<file path="src/rtl/lap_split_if.sv">
// Bus between the stopwatch/button side and the lap/split capture stage.
// master drives the live time and button levels; slave drives the display side.
interface lap_split_if #(
    parameter int WIDTH = 16,
    parameter int DEPTH = 4,
    parameter int CW    = $clog2(DEPTH + 1)
);
    logic [WIDTH-1:0] time_in;
    logic             running;
    logic             lap_btn;
    logic             recall_btn;
    logic             clear_btn;
    logic [WIDTH-1:0] display_number;
    logic [CW-1:0]    lap_count;
    logic [CW-1:0]    recall_idx;
    logic             overflow;
    logic [1:0]       state_out;

    modport master (
        output time_in, running, lap_btn, recall_btn, clear_btn,
        input  display_number, lap_count, recall_idx, overflow, state_out
    );

    modport slave (
        input  time_in, running, lap_btn, recall_btn, clear_btn,
        output display_number, lap_count, recall_idx, overflow, state_out
    );
endinterface

</file>
<file path="src/rtl/lap_split_buffer.sv">
// Lap/split capture stage: passes live time to the display, freezes it on a lap
// press while storing the time, and lets stored laps be recalled one by one.
module lap_split_buffer #(
    parameter int WIDTH = 16,
    parameter int DEPTH = 4,
    parameter int CW    = $clog2(DEPTH + 1)
) (
    input  logic        clk,
    input  logic        rst,
    lap_split_if.slave  bus
);
    // Address width of the lap memory; a single-entry buffer still gets one bit.
    localparam int AW = (DEPTH > 1) ? $clog2(DEPTH) : 1;
    localparam logic [CW-1:0] DEPTH_C = CW'(DEPTH);

    localparam logic [1:0] LIVE   = 2'd0;
    localparam logic [1:0] SPLIT  = 2'd1;
    localparam logic [1:0] RECALL = 2'd2;

    logic [1:0]       state;
    logic [WIDTH-1:0] display_q;
    logic [WIDTH-1:0] hold;
    logic [CW-1:0]    lap_count;
    logic [CW-1:0]    recall_idx;
    logic             overflow;
    logic             lap_q, recall_q, clear_q;

    logic [WIDTH-1:0] lap_mem [0:(1 << AW)-1];

    logic             lap_e, recall_e, clear_e;
    logic             wr_en;
    logic [CW-1:0]    rd_idx;

    // Rising-edge detect against the previous button level.
    assign lap_e    = bus.lap_btn    & ~lap_q;
    assign recall_e = bus.recall_btn & ~recall_q;
    assign clear_e  = bus.clear_btn  & ~clear_q;

    // recall_idx is 1-based and only nonzero in RECALL, so the subtract never underflows there.
    assign rd_idx = recall_idx - 1'b1;

    // A lap is stored only from LIVE, while running, with room left, and no clear pending.
    always_comb begin
        wr_en = 1'b0;
        if (!rst && !clear_e && state == LIVE && lap_e && bus.running && lap_count < DEPTH_C)
            wr_en = 1'b1;
    end

    // Lap memory is not reset; entries at or above lap_count are never read.
    always_ff @(posedge clk) begin
        if (wr_en)
            lap_mem[lap_count[AW-1:0]] <= bus.time_in;
    end

    // Button history; reset high so a button held through reset produces no edge.
    always_ff @(posedge clk) begin
        if (rst) begin
            lap_q    <= 1'b1;
            recall_q <= 1'b1;
            clear_q  <= 1'b1;
        end else begin
            lap_q    <= bus.lap_btn;
            recall_q <= bus.recall_btn;
            clear_q  <= bus.clear_btn;
        end
    end

    // Display source follows the current state, so it lags a state change by one cycle.
    always_ff @(posedge clk) begin
        if (rst)
            display_q <= '0;
        else begin
            case (state)
                SPLIT:   display_q <= hold;
                RECALL:  display_q <= lap_mem[rd_idx[AW-1:0]];
                default: display_q <= bus.time_in;
            endcase
        end
    end

    // State/counter update; clear beats lap beats recall, one event per cycle.
    always_ff @(posedge clk) begin
        if (rst) begin
            state      <= LIVE;
            hold       <= '0;
            lap_count  <= '0;
            recall_idx <= '0;
            overflow   <= 1'b0;
        end else if (clear_e) begin
            state      <= LIVE;
            lap_count  <= '0;
            recall_idx <= '0;
            overflow   <= 1'b0;
        end else begin
            case (state)
                LIVE: begin
                    if (lap_e) begin
                        // A lap while stopped is ignored and also swallows any recall.
                        if (bus.running) begin
                            hold  <= bus.time_in;
                            state <= SPLIT;
                            if (lap_count < DEPTH_C)
                                lap_count <= lap_count + 1'b1;
                            else
                                overflow <= 1'b1;
                        end
                    end else if (recall_e && lap_count != '0) begin
                        recall_idx <= CW'(1);
                        state      <= RECALL;
                    end
                end
                SPLIT: begin
                    if (lap_e)
                        state <= LIVE;
                end
                RECALL: begin
                    if (lap_e) begin
                        recall_idx <= '0;
                        state      <= LIVE;
                    end else if (recall_e) begin
                        if (recall_idx < lap_count)
                            recall_idx <= recall_idx + 1'b1;
                        else begin
                            recall_idx <= '0;
                            state      <= LIVE;
                        end
                    end
                end
                default: begin
                    recall_idx <= '0;
                    state      <= LIVE;
                end
            endcase
        end
    end

    assign bus.display_number = display_q;
    assign bus.lap_count      = lap_count;
    assign bus.recall_idx     = recall_idx;
    assign bus.overflow       = overflow;
    assign bus.state_out      = state;
endmodule
</file>
<file path="src/flat_wrapper.sv">
// flat-port wrapper written by rule: the top's interface ports become plain ports
module lap_split_buffer_flat 
#(
    parameter int WIDTH = 16,
    parameter int DEPTH = 4,
    parameter int CW    = $clog2(DEPTH + 1)
)
  (clk, rst, bus_time_in, bus_running, bus_lap_btn, bus_recall_btn, bus_clear_btn, bus_display_number, bus_lap_count, bus_recall_idx, bus_overflow, bus_state_out);
  lap_split_if #(.WIDTH(WIDTH), .DEPTH(DEPTH), .CW(CW)) bus_i ();
  input  logic clk;
  input  logic rst;
  input wire logic [$bits(bus_i.time_in)-1:0] bus_time_in;
  input wire logic [$bits(bus_i.running)-1:0] bus_running;
  input wire logic [$bits(bus_i.lap_btn)-1:0] bus_lap_btn;
  input wire logic [$bits(bus_i.recall_btn)-1:0] bus_recall_btn;
  input wire logic [$bits(bus_i.clear_btn)-1:0] bus_clear_btn;
  output wire logic [$bits(bus_i.display_number)-1:0] bus_display_number;
  output wire logic [$bits(bus_i.lap_count)-1:0] bus_lap_count;
  output wire logic [$bits(bus_i.recall_idx)-1:0] bus_recall_idx;
  output wire logic [$bits(bus_i.overflow)-1:0] bus_overflow;
  output wire logic [$bits(bus_i.state_out)-1:0] bus_state_out;
  assign bus_i.time_in = bus_time_in;
  assign bus_i.running = bus_running;
  assign bus_i.lap_btn = bus_lap_btn;
  assign bus_i.recall_btn = bus_recall_btn;
  assign bus_i.clear_btn = bus_clear_btn;
  assign bus_display_number = bus_i.display_number;
  assign bus_lap_count = bus_i.lap_count;
  assign bus_recall_idx = bus_i.recall_idx;
  assign bus_overflow = bus_i.overflow;
  assign bus_state_out = bus_i.state_out;
  lap_split_buffer #(.WIDTH(WIDTH), .DEPTH(DEPTH), .CW(CW)) u_core (.clk(clk), .rst(rst), .bus(bus_i));
endmodule
</file>
<file path="config.mk">
export PLATFORM = sky130hd
export DESIGN_NAME = lap_split_buffer_flat
export DESIGN_NICKNAME = d
export VERILOG_FILES = /design/src/rtl/lap_split_if.sv /design/src/rtl/lap_split_buffer.sv /design/src/flat_wrapper.sv
export SDC_FILE = /design/constraint.sdc
export NUM_CORES = 1
export LEC_CHECK = 0
export ABC_AREA = 1
export ABC_CLOCK_PERIOD_IN_PS = 3240
export BUFFER_PORTS_ARGS = -buffer_cell sky130_fd_sc_hd__buf_2
export CORE_MARGIN = 5
export CORE_UTILIZATION = 60
export CTS_CLUSTER_DIAMETER = 120
export CTS_CLUSTER_SIZE = 14
export DETAILED_ROUTE_END_ITERATION = 10
export GPL_TIMING_DRIVEN = 0
export PLACE_DENSITY_LB_ADDON = 0.05
export SLEW_MARGIN = 5
export SYNTH_ARGS = -nofsm -noshare
export SYNTH_HDL_FRONTEND = slang
export SYNTH_SLANG_ARGS = --single-unit
export TNS_END_PERCENT = 30
</file>
<file path="constraint.sdc">
create_clock -name clk -period 3.24 [get_ports clk]
set_input_delay 0.648 -clock clk [delete_from_list [all_inputs] [get_ports clk]]
set_output_delay 0.648 -clock clk [all_outputs]
set_load 0.03 [all_outputs]
</file>
# After elaboration in Yosys (flattened, before gate mapping)
# Memory sizes are Yosys's and may differ from the RTL's.
# Cells that the tools add are included.
[classes] n_bitwise=9 n_addsub=3 n_mux=18 mul=0 div_mod_pow=0 reduce_logical=16 n_eq_ne=9 shifts=0 n_lt_le_gt_ge=2
[ops] operator="$pmux W16 S2" count=1
[ops] operator="$reduce_and A4 Y1" count=4
[ops] operator="$mux W3" count=5
[ops] operator="$mux W2" count=7
[ops] operator="$pmux W3 S3" count=1
[ops] operator="$add A3 B1 Y3 const B" count=2
[ops] operator="$logic_and A1 B1 Y1" count=6
[ops] operator="$ne A3 B2 Y1 const B" count=2
[ops] operator="$not A1 Y1" count=6
[ops] operator="$pmux W2 S3" count=1
[ops] operator="$reduce_and A5 Y1" count=1
[ops] operator="$ne A2 B2 Y1 const B" count=2
[ops] operator="$and A1 B1 Y1" count=3
[ops] operator="$lt A3 B3 Y1" count=1
[ops] operator="$lt A3 B3 Y1 const B" count=1
[ops] operator="$mux W1" count=3
[ops] operator="$ne A3 B1 Y1 const B" count=1
[ops] operator="$ne A3 B3 Y1 const B" count=1
[ops] operator="$reduce_bool A3 Y1" count=1
[ops] operator="$eq A2 B1 Y1 const B" count=1
[ops] operator="$eq A2 B2 Y1 const B" count=1
[ops] operator="$logic_not A1 Y1" count=2
[ops] operator="$logic_not A2 Y1" count=1
[ops] operator="$ne A2 B1 Y1 const B" count=1
[ops] operator="other kinds (2)" count=2
[word_totals] ff_bits=44 latchBits=0 mem_bits_ro=0 mem_count=1 ramBits=64
[memory_table] name="u_core.lap_mem" depth=4 width=16 rd=1 rd_ports_with_merged_regs=0 wr=1 line_no="lap_split_buffer.sv:28" rtl="logic [WIDTH-1:0] lap_mem [0:(1 << AW)-1];"

# Depth between registers and ports, before layout
# Gate-level depths: netlist of run 1.
[depth] depth_word=11 mapped_depth=11 depth_no_buf=11

# Least setup slack after synthesis of run 1
# No wires, ideal clock.
[synth_path] path_kind="register to register" from="register u_core.state[0], in the netlist u_core.bus.state_out[0]" to="memory u_core.lap_mem[1][0] (enable)" path_slack_ns=0.872 setup_ns=0.389 synth_period_minus_slack_ns=2.368 stages_incl_launch_ff=9 t_required_ns=2.851 arrival_time_ns=1.980 cell_sequence="dfxtp_1 -> inv_1 -> ha_1 -> nand2_2 -> nor2_4 -> nand2_1 -> inv_1 -> nand2_1 -> nor2_1"
[synth_via] elab_chain_cells=8
[synth_rtl] element="start, declared" line_no="lap_split_buffer.sv:20" rtl="logic [1:0] state;"
[synth_rtl] element="start signal, assigned" line_no="lap_split_buffer.sv:84" rtl="state <= LIVE;"
[synth_rtl] element="start signal, assigned" line_no="lap_split_buffer.sv:90" rtl="state <= LIVE;"
[synth_rtl] element="start signal, assigned" line_no="lap_split_buffer.sv:101" rtl="state <= SPLIT;"
[synth_rtl] element="$logic_not A2 Y1" line_no="lap_split_buffer.sv:45" rtl="if (!rst && !clear_e && state == LIVE && lap_e && bus.running && lap_count < DEPTH_C)"
[synth_rtl] element="$logic_and A1 B1 Y1 (4 in a row)" line_no="lap_split_buffer.sv:45"
[synth_rtl] element="$mux W1" line_no="lap_split_buffer.sv:45"
[synth_rtl] element="$mux W1" line_no="lap_split_buffer.sv:51" rtl="if (wr_en)"
[synth_rtl] element="$mux W1 (not written as such)" line_no="lap_split_buffer.sv:52" rtl="lap_mem[lap_count[AW-1:0]] <= bus.time_in;"
[synth_rtl] element="end, declared" line_no="lap_split_buffer.sv:28"
# Every way passes these cells.

# Worst setup path after layout of run 1
[layout_path] from="register u_core.state[0], in the netlist u_core.bus.state_out[0]" to="memory u_core.lap_mem[1][13] (enable)"
# The elaborated chain is that of the path after synthesis.

==> results, run 1 <==
- The starting density of the core is 0.610.
- The number of buffers on the longest clock path is 2.
- The leakage power summed over all cells is between 1.5 and 2 nW.
- Static timing analysis puts the maximum clock frequency at around 400 MHz.
- In this run, synthesis produced a sequential element count of approximately 110.
- Among all flip-flop cells after synthesis, the most frequent one is sky130_fd_sc_hd__edfxtp_1.
- The global-route wire length before repair is 15,500 um.
- In the finished design, the share of the clock period the worst path needs comes to 0.763.
- The TritonCTS sink count is between 100 and 150.
- The critical-path maximum fanout is 16.
- The clock network power share is 0.190.
- The transition time of the tightest slew-check pin is around 870 ps.
- In the routed design, unresolved DRC markers number 0.
- The netlist uses 25 different library cells.
- Yosys printed 0 warnings.
- The portion of the post-synthesis area used by sequential elements is 0.640.
- The xor/xnor share of the synthesized area is 0.
- For this block, the initial DRC count from the detailed router was approximately 230.
- After routing, the total negative slack on setup checks comes to 0 ps.
- The floorplan step defined a core boundary enclosing 0.00718 mm2.
- The overall die area is between 0.009 and 0.01 mm2.
- Of the cells placed in the final design, the portion with a size suffix greater than 1 is 0.168.
- The internal power is 2.35 mW.
- The H-tree depth is 3.
- The minimum period implied by the final worst setup slack is roughly 2500 ps.
- The final number of max-transition violations is 0.
- The combined global-route utilization of all metal layers is 0.229.
- The area fraction in and, or, nand and nor cells after synthesis is 0.133.
- The share of synthesized flip-flops with an asynchronous set or reset is 0.
- Timing analysis after detailed placement gives a worst setup slack of approximately 620 ps.
- For the worst setup path, the data arrival time is 2470 ps.
- The number of setup buffers added after CTS is 0.
- The maximum number of pins on one net before global-route repair is 20.
- The share of power burned in registers is 0.399.
- The via count of the first global-routing pass is approximately 3,000.
- The worst-case IR drop observed on VDD is a little over 0.0004 V.
- Data on the critical path is required at its endpoint by 3240 ps.
- The endpoint of the worst hold path is u_core.bus.overflow$_SDFFE_PP0P_.
- The number of setup violations in the final report is 0.
- The adder-cell share of the synthesized area is 0.0286.
- By area, the combinational part of the netlist is dominated by compound AO/OA/AOI/OAI gates.
- Pin placement for this block handled 47 I/O pins.
- The count of cells resized by post-cts repair is 0.
- Counting instances, the worst hold path has a depth of 2.
- The sum of overflow across all layers after global routing is 0.
- The number of port buffers is 46.
- The number of buffers created by CTS is 9.
- The via-per-instance ratio is 5.46.
- The portion of synthesized area spent on multiplexers is 0.
- The die is 95.4 um wide.
- The number of buffers inserted for hold repair after clock tree synthesis is 0.
- The kind of critical path is flip-flop to flip-flop.
- From bottom edge to top edge, the die measures 95.4 um.
- The worst path setup slack after routing is 769 ps.
- The repair_antennas step left the layout with diodes totalling 0.
- The kind of path behind the tightest hold check is flip-flop to flip-flop.
- After clock tree synthesis, the clock-pin slew on the worst setup and hold paths is 100 ps.
- The worst hold-check slack is approximately 470 ps.
- The synthesized netlist net count is roughly 470.
- The final net count is between 500 and 600.
- Summed over all nets, the half-perimeter wirelength after detailed placement is 6650 um.
- The startpoint identified for the worst hold timing path is u_core.bus.overflow$_SDFFE_PP0P_.
- The worst setup slack for register-to-register paths is just under 800 ps.
- The number of enable flip-flop cells after synthesis is 64.
- In the final routed layout, each cell accounts on average for between 15 and 20 um.
- The cell count after synthesis is about 440.
- The critical path starts at u_core.bus.state_out[0]$_SDFFE_PP0P_.
- The synthesized netlist occupies a cell area of 0.00438 mm2.
- The clock latency on the worst-skew pair is 370 ps.
- The switching component of the power is roughly 1.7 mW.
- In this run the power density over the cells is ~820 mW/mm2.
- The worst clock skew is about 8.4 ps.
- The max-cap violation count is 0.
- The via count is roughly 3,300.
- The tree is rooted in a sky130_fd_sc_hd__clkbuf_8.
- Measured in cells, the most critical reg-to-reg path has a length of 8.
- The number of detailed-route iterations in the first pass is 5.
- The headroom to the max-slew limit is 0.421.
- The final number of hold-violating endpoints was 0.
- STA classifies the critical path startpoint as a flip-flop.
- The complex-gate fraction of the synthesized area is 0.147.
- Of the total power, the share spent switching nets is 0.421.
- The worst register-to-register path begins at u_core.bus.state_out[0]$_SDFFE_PP0P_.
- The run finished with clean final reports.
- The initial antenna violation count is 0.
- The combinational share of power is 0.411.
- The category of the worst setup path capture point is a flip-flop.
- The detail route stage leaves a number of antenna-violating nets equal to 0.
- The final estimated routing congestion in global placement is about 0.88.
- The total wire length is between 9000 and 10,000 um.
- The area growth from synthesis to layout is 13.3%.
- The capture point of the worst reg-to-reg path is u_core.lap_mem[1][13]$_DFFE_PP_.
- The initialized floorplan defines 31 standard-cell rows.
- The post-synthesis average cell area is roughly 10 um2.
- Setup repair after global routing left no endpoint under its margin.
- The CTS tree is built.
-- routing by layer --
| metal | track usage | part of all wire | wire length, um | up-vias |
|---|---|---|---|---|
| li1 | - | - | - | 1624 |
| met1 | 0.315 | 0.45 | 4350 | 1555 |
| met2 | 0.371 | 0.47 | 4560 | 109 |
| met3 | 0.0379 | 0.066 | 640 | 19 |
| met4 | 0.0782 | 0.019 | 184 | 0 |
| met5 | 0 | 0 | 0 | - |
-- how the worst max path moves through the flow --
stage / cells after the start / slack [ps] / end
5_1_grt: 8 / 570 / u_core.lap_mem[1][13]$_DFFE_PP_
2_1_floorplan: 8 / 870 / u_core.lap_mem[1][0]$_DFFE_PP_
6_report: 8 / 770 / u_core.lap_mem[1][13]$_DFFE_PP_
3_5_place_dp: 9 / 620 / u_core.lap_mem[1][3]$_DFFE_PP_
4_1_cts: 8 / 760 / u_core.lap_mem[1][13]$_DFFE_PP_
3_3_place_gp: 9 / 110 / u_core.lap_mem[3][5]$_DFFE_PP_
-- state kept, by name, summed over array words and instances, names as in the netlist --
name,cells
u_core.lap_q,1
u_core.recall_q,1
u_core.bus.state_out,2
u_core.bus.lap_count,3
u_core.hold,16
u_core.bus.overflow,1
u_core.bus.recall_idx,3
u_core.clear_q,1
u_core.lap_mem,64
u_core.bus.display_number,16
-- per-stage QoR --
stage           util  power [mW]  cells  area, um2
2_1_floorplan      -        2.80    442       4380
3_3_place_gp   0.659        3.27    587       4730
3_5_place_dp   0.666        3.31    590       4780
4_1_cts        0.692        4.07    606       4960
5_1_grt        0.692        4.34    606       4960
6_report       0.692        4.07    606       4960
-- cell families (layout without fill, tap and decap cells) --
group | Yosys count | count (layout)
compound gates | 126 | 126
fa+ha+maj | 10 | 10
flops | 108 | 108
simple gates | 149 | 149
buf+inv | 49 | 114
-- power groups by stage --
stage          combinational [mW]  clock [mW]  sequential (mW)
6_report                     1.67       0.772             1.62
2_1_floorplan               0.943           0             1.86
4_1_cts                      1.67       0.779             1.62
3_3_place_gp                 1.62           0             1.65
5_1_grt                      1.87       0.834             1.64
3_5_place_dp                 1.66           0             1.65
-- final cells by class --
cell class / instances / area [um2]
plain buffers: 21 / 115
fillers: 572 / 2210
clock inverters: 7 / 58.8
clock buffers: 9 / 124
inverters: 28 / 110
well taps: 99 / 124
repair buffers: 49 / 268
multi-input cells: 285 / 1360
flip-flops and latches: 108 / 2800
-- worst max-delay path: stages, from the launching register on --
cell and delay, ps:
sky130_fd_sc_hd__dfxtp_1 340, sky130_fd_sc_hd__inv_1 110, sky130_fd_sc_hd__ha_1 300, sky130_fd_sc_hd__nand2_2 110, sky130_fd_sc_hd__nor2_4 160, sky130_fd_sc_hd__nand2_1 130, sky130_fd_sc_hd__inv_1 100, sky130_fd_sc_hd__nand2_1 130
sky130_fd_sc_hd__nor2_2 710
-- Yosys cell counts, types with 2 or more instances --
cell type | number | area, um2
sky130_fd_sc_hd__a21oi_1 | 39 | 195
sky130_fd_sc_hd__buf_2 | 6 | 30.0
sky130_fd_sc_hd__clkbuf_1 | 10 | 37.5
sky130_fd_sc_hd__dfxtp_1 | 44 | 881
sky130_fd_sc_hd__edfxtp_1 | 64 | 1920
sky130_fd_sc_hd__ha_1 | 10 | 125
sky130_fd_sc_hd__inv_1 | 25 | 93.8
sky130_fd_sc_hd__inv_2 | 2 | 7.51
sky130_fd_sc_hd__nand2_1 | 48 | 180
sky130_fd_sc_hd__nand3_1 | 5 | 25.0
sky130_fd_sc_hd__nor2_1 | 92 | 345
sky130_fd_sc_hd__o21ai_0 | 75 | 375
sky130_fd_sc_hd__o21ai_1 | 10 | 50.1
-- placed cells by master (no fill, tap or decap) --
cell type                    synthesis  final
sky130_fd_sc_hd__buf_12              1      1
sky130_fd_sc_hd__nand2_2             1      1
sky130_fd_sc_hd__a211oi_1            1      1
sky130_fd_sc_hd__inv_6               1      2
sky130_fd_sc_hd__inv_1              25     25
sky130_fd_sc_hd__buf_1               1      1
sky130_fd_sc_hd__ha_1               10     10
sky130_fd_sc_hd__edfxtp_1           64     64
sky130_fd_sc_hd__nand4_1             1      1
sky130_fd_sc_hd__nor2_1             92     88
sky130_fd_sc_hd__nor2_2              1      5
sky130_fd_sc_hd__clkinv_4            0      1
sky130_fd_sc_hd__clkinvlp_4          0      2
sky130_fd_sc_hd__o21ai_1            10     10
sky130_fd_sc_hd__clkbuf_8            0      9
sky130_fd_sc_hd__nand2_1            48     48
sky130_fd_sc_hd__dfxtp_1            44     44
sky130_fd_sc_hd__clkbuf_1           10     10
sky130_fd_sc_hd__a21oi_1            39     39
sky130_fd_sc_hd__o21ai_0            75     75
sky130_fd_sc_hd__o21ai_4             1      1
sky130_fd_sc_hd__buf_2               6     52
sky130_fd_sc_hd__buf_4               1      1
sky130_fd_sc_hd__clkinv_1            0      1
sky130_fd_sc_hd__inv_8               0      2
sky130_fd_sc_hd__nor2_4              1      1
sky130_fd_sc_hd__inv_2               2      2
sky130_fd_sc_hd__buf_6               1      3
sky130_fd_sc_hd__nand3_1             5      5
sky130_fd_sc_hd__buf_8               0      1
sky130_fd_sc_hd__clkbuf_2            1      1
No activity file was read; power rests on OpenSTA's default activity.
==> inputs of run 2 (changes only) <==
ABC_CLOCK_PERIOD_IN_PS = 2300   (was 3240)
CORE_UTILIZATION = 58   (was 60)
clock period = 2.3 ns   (was 3.24 ns; I/O delays follow)
==> results, run 2 (same netlist as run 1, synthesis figures left out) <==
- The run finished with clean final reports.
- In this run the remaining antenna-violating nets after routing total 0.
- Of all nets on the critical path, the largest fanout is 9.
- For this configuration, the core starts out at a cell density of 0.600.
- Of the available clock period, the critical path in the final layout requires 0.948.
- Across all setup checks in the final design, the least slack found is approximately 120 ps.
- For the pin with the worst max-slew slack, the measured transition is between 600 and 700 ps.
- The startpoint type of the worst setup path is a flip-flop.
- The detailed placer's ending HPWL is 6730 um.
- In this run the tightest slew margin relative to its limit is 0.584.
- The most common cell after layout, fill and taps aside is sky130_fd_sc_hd__nor2_1.
- The ratio of total power to cell area is 1150 mW/mm2.
- Once layout is complete, the utilization of the core stands at 0.694.
- After detailed placement, the design holds a cell count of ~590.
- In the final layout, the share of cells above drive strength 1 is 0.179.
- The number of flip-flops under the largest register name is 64.
- The via count is between 3,000 and 4,000.
- The path class of the tightest hold or removal check is input pin to flip-flop.
- The site row count is 31.
- The first TritonRoute pass finished after 5 iterations.
- The stage delay of the slowest cell on the critical path is 340 ps.
- Static timing analysis puts the maximum clock frequency at approximately 460 MHz.
- Buffers inserted during clock tree synthesis total 9.
- Dividing the detail-routed wire length by the instance count gives about 16 um.
- The clock reaches the later pin of the worst-skew pair after between 300 and 400 ps.
- In the final design database the tool counted 540 nets.
- OpenSTA, run right after detailed placement, puts the worst setup slack at -38.3 ps.
- The critical path contains buffers and inverters numbering 3 combined.
- The max-cap violation count is 0.
- The via-per-instance ratio is between 5 and 6.
- The minimum period implied by the final worst setup slack is ~2200 ps.
- TritonCTS built the clock tree.
- The first global-routing pass estimated around 16,000 um of wire.
- Summing all placed instances gives a cell area of approximately 0.0048 mm2.
- Entering global routing, the biggest net connects 20 pins.
- For this block, the routed nets add up to about 10000 um of wire.
- The initial antenna violation count came to 0.
- The library cells used most frequently in the layout, excluding fill and tap cells, are sky130_fd_sc_hd__nor2_1 (88), sky130_fd_sc_hd__o21ai_0 (75), sky130_fd_sc_hd__edfxtp_1 (64).
- The tree built by TritonCTS fans out to approximately 110 sinks.
- Input and output buffers added on the ports amount to 46.
- The kind of critical path is flip-flop to flip-flop.
- The worst hold path terminates at u_core.lap_q$_SDFF_PP1_.
- The initial DRC count is a little under 200.
- The overall die area is between 0.009 and 0.01 mm2.
- The worst-path cell with the longest stage delay is sky130_fd_sc_hd__dfxtp_1.
- The core region is around 0.0073 mm2.
- The analysis attributes to cell leakage a power of about 2.0 nW.
- The combined global-route utilization of all metal layers is 0.213.
- The clock tree synthesis step divided the H-tree into 3 levels.
- The number of cells on the worst hold path is 3.
- The worst setup path is captured at a flip-flop.
- The via count of the first global-routing pass came to between 3,000 and 4,000.
- In this run the most critical hold path is launched from bus_lap_btn.
- The final estimated routing congestion in global placement is slightly below 0.9.
- The clock passes through at most 2 buffers.
- Among cell families on the critical path, the largest total delay comes from simple AND/OR/NAND/NOR gates.
- The capture point of the worst reg-to-reg path is u_core.lap_mem[3][5]$_DFFE_PP_.
- In the routed design, unresolved DRC markers number 0.
- The area growth from synthesis to layout is 15.6%.
- The final number of hold-violating endpoints came to 0.
- The required arrival time at the worst endpoint is 2380 ps.
- The setup check on the worst reg-to-reg path leaves a slack of between 100 and 150 ps.
- The die outline height is 96.9 um.
- Data on the critical path arrives at its endpoint at 2270 ps.
- 47 I/O pins were placed.
- The critical path goes through inv_1, ha_1, nand2_2, nor2_4, nand2_1, inv_1, nand2_1, nor2_4, buf_8.
- The number of antenna repair diodes is 0.
- After clock tree synthesis, the clock-pin slew on the worst setup and hold paths is around 100 ps.
- Power comes to approximately 5.8 mW.
- Setup violations remaining at the end of the flow were counted as 0.
- The buffer cell driving the clock tree root is sky130_fd_sc_hd__clkbuf_8.
- The final number of max-transition violations is 0.
- For the worst flop-to-flop path, the logic depth is 9.
- The cell area after layout is roughly 0.0051 mm2.
- IR analysis of the VDD net gives a maximum drop of ~0.00063 V.
- After global routing the overflow that remains totals 0.
- The launching point of the worst reg2reg path is u_core.bus.state_out[0]$_SDFFE_PP0P_.
- Clock skew on the completed layout was measured at approximately 8.9 ps.
- Once layout is complete, the cells apart from fillers number approximately 610.
- The die boundary width is about 97 um.
==> run 2: worst max-delay path by stage <==
stage                     slack (ps)                                 start                             end  cells after the start
after CTS                        -60  u_core.bus.state_out[0]$_SDFFE_PP0P_  u_core.lap_mem[0][7]$_DFFE_PP_                      9
after global routing             -20  u_core.bus.state_out[1]$_SDFFE_PP0P_  u_core.lap_mem[3][5]$_DFFE_PP_                      9
after floorplan                  -70  u_core.bus.state_out[0]$_SDFFE_PP0P_  u_core.lap_mem[1][0]$_DFFE_PP_                      8
after global placement          -690  u_core.bus.state_out[0]$_SDFFE_PP0P_  u_core.lap_mem[3][7]$_DFFE_PP_                      8
after detailed placement         -40  u_core.bus.state_out[0]$_SDFFE_PP0P_  u_core.lap_mem[0][6]$_DFFE_PP_                      9
final                            120  u_core.bus.state_out[0]$_SDFFE_PP0P_  u_core.lap_mem[3][5]$_DFFE_PP_                      9
==> run 2: per-layer routing <==
metal,global-route usage,routed length [um],up-vias
met2,0.347,4740,126
met1,0.282,4290,1551
met5,0,0,-
met3,0.0561,742,8
met4,0.0583,102,0
li1,-,-,1630
==> run 2: final cells by class <==
| type | count | area [um2] |
|---|---|---|
| clock inverters | 7 | 83.8 |
| fillers | 602 | 2230 |
| plain buffers | 21 | 115 |
| multi-input cells | 285 | 1380 |
| flip-flops and latches | 108 | 2800 |
| inverters | 28 | 110 |
| repair buffers | 55 | 320 |
| clock buffers | 9 | 124 |
| well taps | 99 | 124 |
==> run 2: tightest hold or removal path, stage by stage <==
cell and delay (ps):
sky130_fd_sc_hd__buf_2 90, sky130_fd_sc_hd__inv_2 40, sky130_fd_sc_hd__nand2_1 40
==> run 2: report_power, final <==
group / total (mW) / leakage (nW) / switching, mW / internal, mW
combinational: 2.37 / 0.953 / 1.68 / 0.690
clock: 1.18 / 0.0959 / 0.656 / 0.522
sequential: 2.29 / 0.937 / 0.0740 / 2.22
total: 5.84 / 1.99 / 2.41 / 3.43
==> run 2: what timing repair did <==
action	in CTS	in global routing
gates resized for setup	0	4
pin swaps	0	3
hold buffers	0	0
setup buffers	0	5
hold endpoints to repair	0	0
setup endpoints to repair	36	64
==> run 2: stage by stage <==
stage                     setup TNS, ps  hold slack (ps)
after CTS                         -1390              278
final                                 0              286
after global placement           -41510              454
after floorplan                   -4380              453
after global routing               -211              275
after detailed placement           -744              464
